==> config.mk <==
export PLATFORM = sky130hd
export DESIGN_NAME = instruction_fetch_stage
export DESIGN_NICKNAME = d
export VERILOG_FILES = /design/src/rtl/mips_pkg.sv /design/src/rtl/pc_register.sv /design/src/rtl/instruction_fetch_stage.sv
export SDC_FILE = /design/constraint.sdc
export NUM_CORES = 1
export LEC_CHECK = 0
export BUFFER_PORTS_ARGS = -buffer_cell sky130_fd_sc_hd__buf_2
export CAP_MARGIN = 20
export CORE_UTILIZATION = 35
export CTS_CLUSTER_SIZE = 16
export DETAILED_ROUTE_END_ITERATION = 7
export PLACE_DENSITY = 0.71
export RECOVER_POWER = 50
export SLEW_MARGIN = 10
export SYNTH_ARGS = -nofsm -noshare
export SYNTH_HDL_FRONTEND = slang
export SYNTH_SLANG_ARGS = --single-unit
export TNS_END_PERCENT = 20
==> constraint.sdc <==
create_clock -name clk -period 3.4 [get_ports clk]
set_clock_uncertainty 0.15 [all_clocks]
set_input_delay 0.34 -clock clk [delete_from_list [all_inputs] [get_ports clk]]
set_output_delay 0.34 -clock clk [all_outputs]
set_load 0.01 [all_outputs]
==> src/rtl/mips_pkg.sv <==
// rtl/mips_pkg.sv - shared constants and IF/ID pipeline register type for the MIPS pipeline
package mips_pkg;

    localparam logic [31:0] NOP_WORD = 32'h0000_0000;
    localparam logic [31:0] RESET_PC = 32'h0000_0000;
    localparam logic [31:0] PC_INCR  = 32'd4;

    typedef struct packed {
        logic [31:0] instr;
        logic [31:0] pc_plus4;
        logic        valid;
    } if_id_t;

endpackage

==> src/rtl/pc_register.sv <==
// rtl/pc_register.sv - program counter flop with reset/redirect/stall/increment next-PC selection
module pc_register
    import mips_pkg::*;
#(
    parameter logic [31:0] RESET_PC = mips_pkg::RESET_PC
) (
    input  logic        clk,
    input  logic        reset,
    input  logic        stall,
    input  logic        redirect_valid,
    input  logic [31:0] redirect_target,
    output logic [31:0] pc
);

    logic [31:0] r_pc;

    // Redirect beats stall so a taken branch is never lost behind a hazard hold.
    always_ff @(posedge clk) begin
        if (reset) begin
            r_pc <= RESET_PC;
        end else if (redirect_valid) begin
            r_pc <= {redirect_target[31:2], 2'b00};
        end else if (!stall) begin
            r_pc <= r_pc + PC_INCR;
        end
    end

    assign pc = r_pc;

endmodule

==> src/rtl/instruction_fetch_stage.sv <==
// rtl/instruction_fetch_stage.sv - IF stage: PC, instruction memory address, IF/ID register and fetch counter
module instruction_fetch_stage
    import mips_pkg::*;
#(
    parameter logic [31:0] RESET_PC = mips_pkg::RESET_PC,
    parameter logic [31:0] NOP_WORD = mips_pkg::NOP_WORD
) (
    input  logic        clk,
    input  logic        reset,
    input  logic        stall,
    input  logic        redirect_valid,
    input  logic [31:0] redirect_target,
    output logic [31:0] imem_addr,
    input  logic [31:0] imem_instr,
    output logic [31:0] if_id_instr,
    output logic [31:0] if_id_pc_plus4,
    output logic        if_id_valid,
    output logic [31:0] pc,
    output logic [31:0] fetch_count
);

    logic [31:0] w_pc;
    logic [31:0] w_pc_plus4;
    if_id_t      r_if_id;
    logic [31:0] r_fetch_count;

    pc_register #(
        .RESET_PC(RESET_PC)
    ) u_pc_register (
        .clk            (clk),
        .reset          (reset),
        .stall          (stall),
        .redirect_valid (redirect_valid),
        .redirect_target(redirect_target),
        .pc             (w_pc)
    );

    assign w_pc_plus4 = w_pc + PC_INCR;

    // A redirect flushes the wrong-path word already addressed this cycle.
    always_ff @(posedge clk) begin
        if (reset) begin
            r_if_id.instr    <= NOP_WORD;
            r_if_id.pc_plus4 <= 32'h0;
            r_if_id.valid    <= 1'b0;
            r_fetch_count    <= 32'h0;
        end else if (redirect_valid) begin
            r_if_id.instr    <= NOP_WORD;
            r_if_id.pc_plus4 <= 32'h0;
            r_if_id.valid    <= 1'b0;
        end else if (!stall) begin
            r_if_id.instr    <= imem_instr;
            r_if_id.pc_plus4 <= w_pc_plus4;
            r_if_id.valid    <= 1'b1;
            r_fetch_count    <= r_fetch_count + 32'd1;
        end
    end

    assign imem_addr      = w_pc;
    assign pc             = w_pc;
    assign if_id_instr    = r_if_id.instr;
    assign if_id_pc_plus4 = r_if_id.pc_plus4;
    assign if_id_valid    = r_if_id.valid;
    assign fetch_count    = r_fetch_count;

endmodule

After elaboration in Yosys (flattened, before gate mapping)
Index checks and enable logic that the tools add are counted.

Register bits after elaboration: 129. Output and inout bits: 161. Logic and storage cells: 15.

Add/sub/neg operators: 2. Eq/ne operators: 1. Multiplexer cells: 2. Bitwise logic cells: 2. Reductions and logical operators: 2.

Operators with widths (count): 32-bit 2-to-1 mux (2); 32-bit by 1-bit adder with 32-bit output (second input constant) (1); 32-bit by 3-bit adder with 32-bit output (second input constant) (1); 2-bit by 1-bit inequality test with 1-bit output (second input constant) (1); 1-bit inverter (2); 2-bit AND reduction (1); 2-bit OR reduction (1).

Logic depth before layout (Yosys ltp)
Gate-level depths: netlist of the first run.

Depth in word-level cells: 3. Mapped depth: 7. Gate-level depth less buffers: 5.

Modules after synthesis
A second synthesis of the first run with hierarchy kept.

Cells, all modules: 728. Area total of the unflattened synthesis: 6311.1 sq um.

By module, submodules not included: instruction_fetch_stage (times used 1, cells an instance 508, area an instance 4531.8 sq um, seq. area each 1941.9 sq um); pc_register (times used 1, cells an instance 220, area an instance 1779.2 sq um, seq. area each 600.6 sq um).

Least setup slack after synthesis of the first run
No wires, ideal clock.

Path type: register to register. Start point: register u_pc_register.r_pc[4], in the netlist u_pc_register.pc[4]. End point: register u_pc_register.r_pc[25], in the netlist u_pc_register.pc[25]. Setup time: 0.091 ns. Arrival time: 1.947 ns. Path slack: 1.212 ns. Stages on the path, launching flop included: 7. Buffers on the path: 2. Clock period less this slack: 2.188 ns. Cells stage by stage: dfxtp_1 > buf_2 > nand4_2 > or3_1 > buf_2 > or4_1 > a311oi_1.

Cells in the longest elaborated chain, start to end: 3.

RTL lines: start: declaration (line pc_register.sv:15) `logic [31:0] r_pc;`; start signal: assignment (line pc_register.sv:22) `r_pc <= {redirect_target[31:2], 2'b00};`; start signal: assignment (line pc_register.sv:24) `r_pc <= r_pc + PC_INCR;`; 32-bit by 3-bit adder with 32-bit output (line pc_register.sv:24); 32-bit 2-to-1 mux (line pc_register.sv:23) `end else if (!stall) begin`; 32-bit 2-to-1 mux (line pc_register.sv:21) `end else if (redirect_valid) begin`.

No other way between the ends. The select of a mux whose other input is x is not followed. A chain may end at the register's enable or synchronous reset.

Worst setup path in the final report of the first run
Start point: input port redirect_valid. End point: register r_if_id, in the netlist if_id_instr[15].

Cells in the longest elaborated chain, start to end: 1.

RTL lines: start: declaration (line instruction_fetch_stage.sv:11) `input logic redirect_valid,`; 2-bit OR reduction (no source line); end: declaration (line instruction_fetch_stage.sv:24) `if_id_t r_if_id;`.

No other way between the ends.

==> run summary, run 1 <==
Setup repair after global routing left no endpoint under its margin. The run gives 17300 sq um as the core outline area. Global-route congestion overflow total: 0. The mean routed wirelength per cell came out at 15.45 um. The top-level I/O count was 229. After routing, the total negative slack on setup checks comes to 0 ps.

The startpoint kind of the worst setup timing path was an input port. The logs give 45.62% for the final core area utilization and 18300 sq um for the total die area. Buffers inserted to repair hold after CTS numbered 25.

The critical path is of the input port to flip-flop type. Across all layers, the routed design uses 6042 vias. The checks that failed: capacitance limit, slew limit. The logs give 1 for the number of antenna violations at the first check in global routing and 5439 for the number of global-route vias before repair. Summed over all nets, the switching power comes to 943.9 uW. Of the total power, the share spent switching nets is 23.59%.

The final max-slew violation count is 40, and the detailed router's first-iteration violation count is 339. The final period demand of the worst path is 2760 ps, and the global-route usage over all layers is 19.24%. The synthesized design contains 0 enable-type register cells. The tools report the internal cell power as 3058 uW.

The peak supply drop is 341.8 uV, and the proportion of synthesized chip area in sequential cells is 40.25%. The number of clock buffers inserted by TritonCTS is 17. The run gives 8014 um as the wire length on met1. For the number of hold-slack violations in the final timing report, the log shows 0.

The tools report the number of levels the H-tree was split into as 4. Maximum achievable frequency: 362.3 MHz. From bottom edge to top edge, the die measures 135.3 um. The worst hold-check path type was input port to flip-flop.

Registers are responsible for 39.9% of the overall power. The number of remaining DRC errors is 0. The cell area that synthesis handed to floorplanning was 6217 sq um.

The maximum fanout along the worst path works out to 39. Clock tree root buffer cell: clkbuf_16. Yosys printed 0 warnings. The maximum number of pins on one net before global-route repair is 63. The number of cells produced by synthesis is 718, and the data required time at the worst endpoint is 3470 ps. Number of maximum-capacitance violations: 1.

The tools report the sum of met3 wire segment lengths after detailed routing as 964 um. The count of nets left with antenna violations once routing finished came out at 0. At the pin with the least slew margin, the transition time is 1769 ps.

Combinational logic burns 9.0% of the power. Summed over all nets, wire length on met2 after detailed routing comes to 8296 um. For this design, the slowest cell found on the critical path is clkbuf_1. TritonCTS built the clock tree.

Once the clock tree was built, the resizer swapped 0 gates to a different size. The highest layer touched by signal routing is met4. Dividing total power by cell area gives a power density of 507.1 nW/um^2. Before antenna repair, the detailed router went through 5 iterations.

The top cell types in the final layout, fill and taps aside, are 125 x dfxtp_1, 120 x buf_2, 103 x clkbuf_1, 79 x nor2_1, 46 x o21ai_0. The run gives 0.002923 uW as the leakage power total. The run finished, with violations left.

Headroom to the max-slew limit came out at -17.91%. The net count of the finished layout is 977. The most frequent standard cell in the layout excluding fill and tap cells was dfxtp_1. Traced cell by cell, the critical path runs through clkbuf_1, or2_2, clkbuf_1, nor2_1.

During placement, the flow inserted port buffers numbering 220. Final wirelength: 17690 um. A synthesized cell averages 8.659 sq um.

STA puts the critical path data arrival time at 2830 ps. The placer congestion estimate is 0.7927, and the count of endpoints failing setup in the final report is 0. The tools report the relative contribution of the clock network to total power as 51.1%. Clock-pin slew was measured on the worst setup and hold paths at 60 ps. Counting the fill cells in the layout gives 1744. The first global-routing pass estimated 27580 um of wire. The clock passes through at most 2 buffers. The cell that appears most often on the critical path is clkbuf_1. Counting flops with an async set or reset pin after synthesis yields a share of 0%. CTS saw 125 sinks. The later pin in the worst-skew pair is clocked with a latency of 420 ps. Once the floorplan was initialized, standard cells occupied 35.94% of the core. Using the TritonRoute via totals, the vias-per-cell ratio works out to 5.277.

STA classifies the critical path endpoint as a flip-flop. For this run, the leading register cell type out of synthesis is dfxtp_1. Compared with the post-synthesis result, the final layout area differs by 26.93%.

For this run, the slowest stage of the critical path takes 1290 ps. The initialized floorplan defines 48 standard-cell rows. The number of setup buffers added after CTS is 0.

Measured along the x axis, the die boundary spans 135.3 um. The tools report the count of distinct cell types in the synthesized netlist as 55. The fraction of layout instances using a drive strength above 1 is 18.28%.

The synthesized design contains 125 register bits. Detailed placement finished with a half-perimeter wire length of 11930 um. The final critical path takes up 81.17% of the cycle.
==> Yosys cell counts (2+ instances only) <==
master,count,area [sq um]
nand2_1,36,135.1
ha_1,2,25.02
nand4b_1,2,17.52
nand2b_1,2,12.51
a311oi_1,14,122.6
and4_1,9,78.83
nor4_1,9,56.30
nor3_1,10,50.05
and3_1,4,25.02
a21oi_1,42,210.2
dfxtp_1,125,2502
or2_2,2,12.51
a31oi_1,11,68.82
clkbuf_1,34,127.6
nor2_1,79,296.5
and2_1,3,18.77
nor2b_1,2,12.51
or4_1,30,225.2
o21ai_0,46,230.2
mux2i_1,32,320.3
or3_1,23,143.9
o31ai_1,29,217.7
buf_2,5,25.02
a221oi_1,2,17.52
clkbuf_8,7,96.34
a2111oi_0,2,17.52
nand3_1,20,100.1
o31a_1,2,17.52
a211oi_1,14,105.1
xor2_1,9,78.83
buf_4,37,277.8
inv_1,9,33.78
nand4_1,17,106.4
nand4_2,2,25.02
xnor2_1,22,192.7
buf_1,5,18.77
==> path summary, 6_finish.rpt <==
path / from / to / slack (ps) / cells after the start
setup / recovery: redirect_valid / if_id_instr[15] / 640 / 4
hold / removal: imem_instr[28] / if_id_instr[28] / 20 / 3
setup reg to reg: u_pc_register.pc[3] / u_pc_register.pc[28] / 720 / 5
hold reg to reg: if_id_pc_plus4[5] / if_id_pc_plus4[5] / 310 / 2
==> metrics by stage <==
step	worst slack, ps	std cells	total power (uW)	hold WS (ps)	instance area, sq um
after global routing	337.0	1145	4153	9.015	7891
final	640.1	1145	4002	19.24	7891
after CTS	695.7	1144	4048	2.222	8026
after detailed placement	720.5	1088	1972	295.3	7109
after global placement	817.5	1088	1968	285.3	7109
after floorplan	1212	723	1859	333.6	6236
==> cells by family after synthesis <==
kind of cell               after synthesis  share of synthesized area (%)
DFF                                    125                          40.25
xor gates and xnor gates                31                          4.367
buffers and inverters                  101                          10.12
adders and majority gates                2                         0.4024
and+or+nand+nor                        259                          22.72
muxes                                   32                          5.152
other                                    1                        0.06032
AOI/OAI and AO/OA                      167                          16.93
==> sequential cells by signal, indices dropped and copies added (netlist names) <==
register / cells
fetch_count: 32
if_id_instr: 32
if_id_pc_plus4: 30
if_id_valid: 1
u_pc_register.pc: 30
==> worst max-delay path, delay by kind of cell <==
| family | cells | cell delay [ps] |
|---|---|---|
| simple gates | 2 | 500 |
| buf+inv | 2 | 1970 |
==> per-layer routing <==
layer	vias up	track usage, %
met5	-	0
met4	0	8.739
met3	25	4.714
met2	190	30.40
met1	2837	24.65
li1	2990	-
==> cell type report <==
| class | instances | area [sq um] | area share (%) |
|---|---|---|---|
| Inverter | 10 | 37.54 | 0.4757 |
| Timing Repair Buffer | 256 | 1296 | 16.43 |
| Tap cell | 225 | 281.5 | 3.567 |
| Antenna cell | 1 | 2.502 | 0.03171 |
| Clock inverter | 9 | 182.7 | 2.315 |
| Clock buffer | 22 | 484.2 | 6.136 |
| Multi-Input combinational cell | 497 | 3104 | 39.34 |
| Sequential cell | 125 | 2502 | 31.71 |
==> power by group through the flow <==
stage | Clock [uW] | Sequential [uW] | Combinational (uW)
2_1_floorplan | 0 | 1630 | 234
3_3_place_gp | 0 | 1620 | 344
3_5_place_dp | 0 | 1630 | 346
4_1_cts | 2080 | 1590 | 370
5_1_grt | 2150 | 1610 | 395
6_report | 2050 | 1600 | 359
Note: power is estimated with default switching activity, not from simulation.
==> inputs of run 2 (changes only) <==
==> constraint.sdc (replaced) <==
create_clock -name clk -period 2.7 [get_ports clk]
set_clock_uncertainty 0.15 [all_clocks]
set_input_delay 0.27 -clock clk [delete_from_list [all_inputs] [get_ports clk]]
set_output_delay 0.27 -clock clk [all_outputs]
set_load 0.01 [all_outputs]
==> run 2 against run 1 <==
Net effect:
- the run now ends clean
- utilization increased by 1.9 points
- global-route usage up 0.94 points
- non-clock buffer count is 48 higher
- combinational power is 49% higher
- setup slack worse by 370 ps
- hold slack got worse by 8.9 ps
- critical path depth is 2 higher
- sequential share of layout area decreased by 1.2 points
- die area is the same
- sequential power increased by 24%
- via count grew 3.3%
- critical path type is now flip-flop to flip-flop
- critical endpoint is now u_pc_register.pc[16]
==> run summary, run 2 (synthesis gave the netlist of run 1 again) <==
The flow ran to the end, and the final reports show no timing, DRC or antenna violations. Timing would allow up to 412.2 MHz. The worst hold margin came out at 10.37 ps (-8.875 ps). Number of levels the H-tree was split into: 4 (unchanged). For the quantity of gates resized following cts, the log shows 0 (unchanged).

After detailed routing, no signal wire sits above met4. Setup repair after global routing left no endpoint under its margin. The tools report the number of remaining DRC errors as 0 (unchanged). The detailed-route vias per instance is 5.234 (-0.81%), and the number of sinks on the clock net is 125 (unchanged). The relative contribution of the clock network to total power was 46.0% (-5.1 points). The tools report the leakage power total as 0.003074 uW (+5.1%).

The global-route congestion overflow total is 0 (unchanged). The run gives 410 ps (about the same) as the insertion delay of the later-clocked pin in the worst-skew pair. Number of clock buffers inserted by TritonCTS: 17 (unchanged). The net switching power was 1200 uW (+27%).

Number of global-route vias before repair: 5836 (+7.3%). For the register-to-register setup slack, the log shows 270 ps (-450 ps). For the final-stage net count, the log shows 1025 (+4.9%).

For the multi-input combinational cell area, the log shows 3104 sq um (unchanged). For the number of diodes added for antenna fixing, the log shows 0 (-1). The most frequent standard cell in the layout excluding fill and tap cells is dfxtp_1.

The sum of net half-perimeters after detailed placement is 12500 um (+4.8%), and the final max-slew violation count is 0 (-100%). For the pre-CTS setup slack, the log shows 308.2 ps (-412.3 ps). The cell count of the worst hold path is 3 (unchanged). The run gives 1723 (-1.2%) as the number of filler instances in the final layout. For the wire length on met1, the log shows 8332 um (+4.0%). The peak supply drop is 426.7 uV (+25%), and the number of input and output port buffers inserted is 220 (unchanged). The wire length of the first global-routing pass is 29060 um (+5.4%), and the storage element area is 2502 sq um (unchanged). The element type at the critical path end is a flip-flop. The tools report the setup TNS after final layout as 0 ps (unchanged). The number of standard-cell rows in the floorplan is 48 (unchanged), and the internal cell power is 3466 uW (+13%). For the logic gate share of total power, the log shows 11.5% (+2.5 points). The total power consumption of the routed design is 4666 uW (+17%), and the final wirelength is 18470 um (+4.4%).

The data required time at the worst endpoint came out at 2850 ps (-620 ps). The switching power share of the total was 25.72% (+2.1 points); the path depth of the worst reg2reg path was 6 (+1). The y dimension of the die is 135.3 um (unchanged), and the clock transition at the registers of the reported paths is 50 ps (about the same). Relative to the synthesized area, the layout overhead comes to 32.10%.

The headroom to the max-slew limit was 29.30% (+47 points); the number of antenna violations at the first check in global routing was 0 (-1). The fraction of power consumed by sequential logic is 42.5% (+2.6 points), and the remaining number of nets flagged by the antenna check after routing is 0 (unchanged). The total power density per cell area was 568.2 nW/um^2 (+12%); the slew at the pin with the worst max-slew slack was 1061 ps (-708.1 ps). The number of hold-slack violations in the final timing report is 0 (unchanged). In the layout the commonest cells are 125 x dfxtp_1, 119 x buf_2, 107 x clkbuf_1, 79 x nor2_1, 52 x dlygate4sd3_1. The tools report the largest buffer count on any clock path as 2 (unchanged). The placer congestion estimate was 0.8192 (+3.3%).

Die boundary width: 135.3 um (unchanged). The final period demand of the worst path was 2426 ps. The tools report the number of iterations in the first detailed-routing pass as 5 (unchanged). The sum of met2 wire segment lengths after detailed routing was 8859 um (+6.8%); the count of endpoints failing setup in the final report was 0 (unchanged). The final worst-path setup slack was 274.1 ps (-366.0 ps); the detailed router's first-iteration violation count was 309 (-8.8%). The top-level I/O count was 229 (unchanged); the arrival time of the worst setup path was 2580 ps (-250 ps). The core outline area is 17300 sq um (unchanged). For the sum of met3 wire segment lengths after detailed routing, the log shows 978 um (+1.5%). The fraction of layout instances using a drive strength above 1 was 19.11% (+0.83 points); the maximum number of pins on one net before global-route repair was 49 (-22%). Maximum fanout along the worst path: 14 (-64%).

The number of maximum-capacitance violations came out at 0 (-1). Mean routed wirelength per cell: 15.48 um (+0.23%). The run gives 35.94% (unchanged) as the effective utilization at floorplan. The critical path is of the flip-flop to flip-flop type. The worst path uses 89.85% of the clock period.

The worst hold path belongs to the class input port to flip-flop. The total die area was 18300 sq um (unchanged). Clock tree root buffer cell: clkbuf_16.

Overall via count from detail_route: 6244 (+3.3%). The global-route usage over all layers was 20.18% (+0.94 points). TritonCTS built the clock tree. STA classifies the critical path startpoint as a flip-flop.
-- run 2: changes by cell type in the layout (fill, tap and decap cells not counted), sizes merged --
cell / change
dlygate4sd3: +27
buf: +19
bufinv: -4
clkinvlp: +3
clkbuf: +2
clkinv: +2
diode: -1
-- run 2: critical path: stages, from the launching register on --
cell	delay, ps
dfxtp_1	480
ha_1	320
nand4b_1	150
or2_1	410
buf_4	230
or3_1	300
a311oi_1	280
-- run 2: power by group through the flow --
stage / clock (uW) / sequential [uW] / combinational [uW]
6_report: 2150 / 1980 / 535
3_3_place_gp: 0 / 2020 / 484
3_5_place_dp: 0 / 2020 / 488
2_1_floorplan: 0 / 2050 / 294
5_1_grt: 2280 / 2000 / 588
4_1_cts: 2200 / 1980 / 548
-- run 2: layout make-up --
| class | instances | share of cell area (%) |
|---|---|---|
| Timing Repair Buffer | 304 | 21.08 |
| Tap cell | 225 | 3.428 |
| Inverter | 10 | 0.4570 |
| Sequential cell | 125 | 30.47 |
| Clock buffer | 22 | 5.652 |
| Clock inverter | 10 | 1.112 |
| Multi-Input combinational cell | 497 | 37.80 |
-- run 2: path summary, 6_finish.rpt --
| path | from | to |
|---|---|---|
| setup / recovery | u_pc_register.pc[3] | u_pc_register.pc[16] |
| hold / removal | redirect_target[25] | u_pc_register.pc[25] |
| setup reg to reg | u_pc_register.pc[3] | u_pc_register.pc[16] |
| hold reg to reg | if_id_valid | if_id_valid |
-- run 2: stage by stage --
| step | utilization (%) | instances | instance area [sq um] |
|---|---|---|---|
| 4_1_cts | 48.31 | 1193 | 8356 |
| 6_report | 47.48 | 1193 | 8213 |
| 2_1_floorplan | - | 723 | 6236 |
| 3_3_place_gp | 42.09 | 1109 | 7279 |
| 3_5_place_dp | 42.09 | 1109 | 7279 |
| 5_1_grt | 47.48 | 1193 | 8213 |
-- run 2: per-layer routing --
metal | vias up | GRT usage (%)
li1 | 3079 | -
met2 | 194 | 33.08
met5 | - | 0
met1 | 2952 | 25.27
met3 | 19 | 5.238
met4 | 0 | 7.678
-- run 2: what timing repair did --
item	in CTS	in global routing
setup buffers	0	0
hold endpoints to repair	52	0
hold buffers	52	0
==> inputs of run 3 (changes only) <==
--- a/config.mk
+++ b/config.mk
@@ -7,6 +7,7 @@
 export LEC_CHECK = 0
 export BUFFER_PORTS_ARGS = -buffer_cell sky130_fd_sc_hd__buf_2
 export CAP_MARGIN = 20
+export CORE_ASPECT_RATIO = 1.4
 export CORE_UTILIZATION = 35
 export CTS_CLUSTER_SIZE = 16
 export DETAILED_ROUTE_END_ITERATION = 7
==> run 3 against run 2 <==
Net effect:
- sequential cell count stayed put
- critical path depth is 2 lower
- clock-buffer cell count is 4 lower
- wire length is 3.6% higher
- via count is 2.0% higher
- non-clock buffer count is 10 higher
- highest routed layer unchanged
==> run summary, run 3 (synthesis gave the netlist of run 1 again) <==
The final period demand of the worst path works out to 2405 ps (-21.11 ps). The worst hold-check path type is input port to flip-flop. In the layout the commonest cells are 125 x dfxtp_1, 118 x clkbuf_1, 110 x buf_2, 79 x nor2_1, 59 x dlygate4sd3_1. The maximum number of pins on one net before global-route repair came out at 54 (+10%). The run gives 0 (unchanged) as the global-route congestion overflow total. The number of sinks on the clock net came out at 125 (unchanged). The mean routed wirelength per cell came out at 15.76 um (+1.8%). The effective utilization at floorplan was 35.73% (-0.22 points). The worst setup path is of the flip-flop to flip-flop kind.

The number of diodes added for antenna fixing came out at 0 (unchanged). The number of iterations in the first detailed-routing pass is 5 (unchanged). The number of maximum-capacitance violations came out at 0 (unchanged). Number of setup buffers added after CTS: 0 (unchanged). The number of standard-cell rows in the floorplan came out at 57 (+19%). The root buffer cell chosen for the clock tree is clkbuf_16. Number of cells after detailed placement: 1123 (+1.3%). The worst hold margin is 51.42 ps (+41.05 ps).

The final core area utilization was 48.05% (+0.57 points). The number of input and output port buffers inserted is 220 (unchanged). Top cell family by delay on the critical path: simple AND/OR/NAND/NOR gates. The tools report the sum of net half-perimeters after detailed placement as 12890 um (+3.2%). The final standard cell count with taps included and fillers excluded is 1214 (+1.8%). The tools report the leakage power total as 0.003112 uW (+1.3%). Walking the worst path, the cells encountered are nand4_4, or3_1, or4_1, a311oi_1. The number of antenna violations at the first check in global routing was 0 (unchanged); the area added between synthesis and finish was 34.49%.

The library cell used most frequently in the layout, excluding fill and tap cells, is dfxtp_1. For the largest buffer count on any clock path, the log shows 2 (unchanged). The number of hold-slack violations in the final timing report came out at 0 (unchanged). The run finished with clean final reports. Number of clock buffers inserted by TritonCTS: 17 (unchanged). The number of filler instances in the final layout came out at 1733 (+0.58%). The detailed router's first-iteration violation count came out at 455 (+47%). The logs give 2580 ps (about the same) for the arrival time of the worst setup path and 6367 (+2.0%) for the overall via count from detail_route. The insertion delay of the later-clocked pin in the worst-skew pair came out at 420 ps (about the same). The cell type of the slowest stage on the worst timing path was or3_1. The number of buffers and inverters on the critical path is 0 (-1). Quantity of hold-fixing buffers added after cts: 59 (+13%).

The number of global-route vias before repair was 6038 (+3.5%). The logs give 30640 um (+5.4%) for the wire length of the first global-routing pass and 378.7 uV (-11%) for the peak supply drop. The core outline area came out at 17400 sq um (+0.61%). The tools report the placer congestion estimate as 0.8563 (+4.5%). The tools report the global-route usage over all layers as 21.34% (+1.2 points). The run gives 0 (unchanged) as the number of remaining DRC errors. The final-stage net count is 1035 (+0.98%), and the slew at the pin with the worst max-slew slack is 974.8 ps (-85.66 ps). Data required time at the worst endpoint: 2880 ps (+30 ps). The headroom to the max-slew limit is 35.01% (+5.7 points), and the fraction of layout instances using a drive strength above 1 is 18.20% (-0.91 points). The setup TNS after final layout was 0 ps (unchanged); the largest incremental delay on the critical path was 660 ps (+180 ps).

The maximum achievable frequency came out at 415.8 MHz (+0.88%). The maximum fanout along the worst path was 18 (+4). The detailed-route vias per instance is 5.245 (+0.21%). The element type at the critical path end was a flip-flop.

The total power consumption of the routed design was 5015 uW (+7.5%). Count of endpoints failing setup in the final report: 0 (unchanged). The total die area came out at 18310 sq um (about the same). The die boundary width was 114.6 um (-15%). The final wirelength came out at 19140 um (+3.6%). The clock transition at the registers of the reported paths works out to 70 ps (+20 ps). The post-route fraction of the period consumed by the critical path works out to 89.07% (-0.78 points). TritonCTS built the clock tree. The run gives 0 (unchanged) as the remaining number of nets flagged by the antenna check after routing. The startpoint kind of the worst setup timing path was a flip-flop. The run gives 229 (unchanged) as the top-level I/O count.

For the quantity of gates resized following cts, the log shows 0 (unchanged). The run gives 0 (unchanged) as the final max-slew violation count. Y dimension of the die: 159.7 um (+18%). Setup repair after global routing left no endpoint under its margin. Total power density per cell area: 599.8 nW/um^2 (+5.6%).

The tools report the number of levels the H-tree was split into as 4 (unchanged).
run 3: cell count changes in the layout (fill, tap and decap cells not counted), sizes merged:
cell,delta
dlygate4sd3,+7
clkinv,-2
bufinv,+3
inv,+6
buf,-9
clkbuf,+8
clkinvlp,-3
run 3: worst reg2reg max path, cell delays in order, from the launching register on:
cell and delay (ps):
dfxtp_1 470, nand4_4 190, or3_1 670, or4_1 580
a311oi_1 270
run 3: metrics by stage:
| step | setup slack [ps] | cell area (sq um) |
|---|---|---|
| floorplan | 511.9 | 6236 |
| global placement | 371.7 | 7303 |
| detailed placement | 327.2 | 7303 |
| CTS | 308.8 | 8528 |
| global route | 138.7 | 8362 |
| finish | 295.2 | 8362 |
run 3: path summary, 6_finish.rpt:
| kind | start | to | slack [ps] | cells past startpoint |
|---|---|---|---|---|
| max reg2reg | u_pc_register.pc[10] | u_pc_register.pc[22] | 300 | 4 |
| min | redirect_target[12] | u_pc_register.pc[12] | 50 | 3 |
| max | u_pc_register.pc[10] | u_pc_register.pc[22] | 300 | 4 |
| min reg2reg | if_id_valid | if_id_valid | 310 | 1 |
run 3: power breakdown:
| part | leakage, uW | internal (uW) | total (uW) | switching [uW] |
|---|---|---|---|---|
| clock network | 0.000303 | 1570 | 2480 | 912 |
| logic | 0.00179 | 253 | 562 | 309 |
| registers | 0.00102 | 1910 | 1980 | 64.3 |
run 3: metal layers:
metal / share of wire [%] / GRT usage, % / up-vias
met5: 0 / 0 / -
met4: 2.5 / 9.917 / 0
met3: 5.8 / 5.275 / 43
met2: 52 / 37.74 / 244
met1: 40 / 23.68 / 2987
li1: - / - / 3093
run 3: cell type report:
class                   instances  area (sq um)  share of cell area (%)
clock inverters                14         205.2                   2.454
multi-input cells             497          3104                   37.12
repair buffers                314          1788                   21.38
inverters                      10         37.54                  0.4489
well taps                     236         295.3                   3.531
clock buffers                  18         429.2                   5.132
flip-flops and latches        125          2502                   29.93
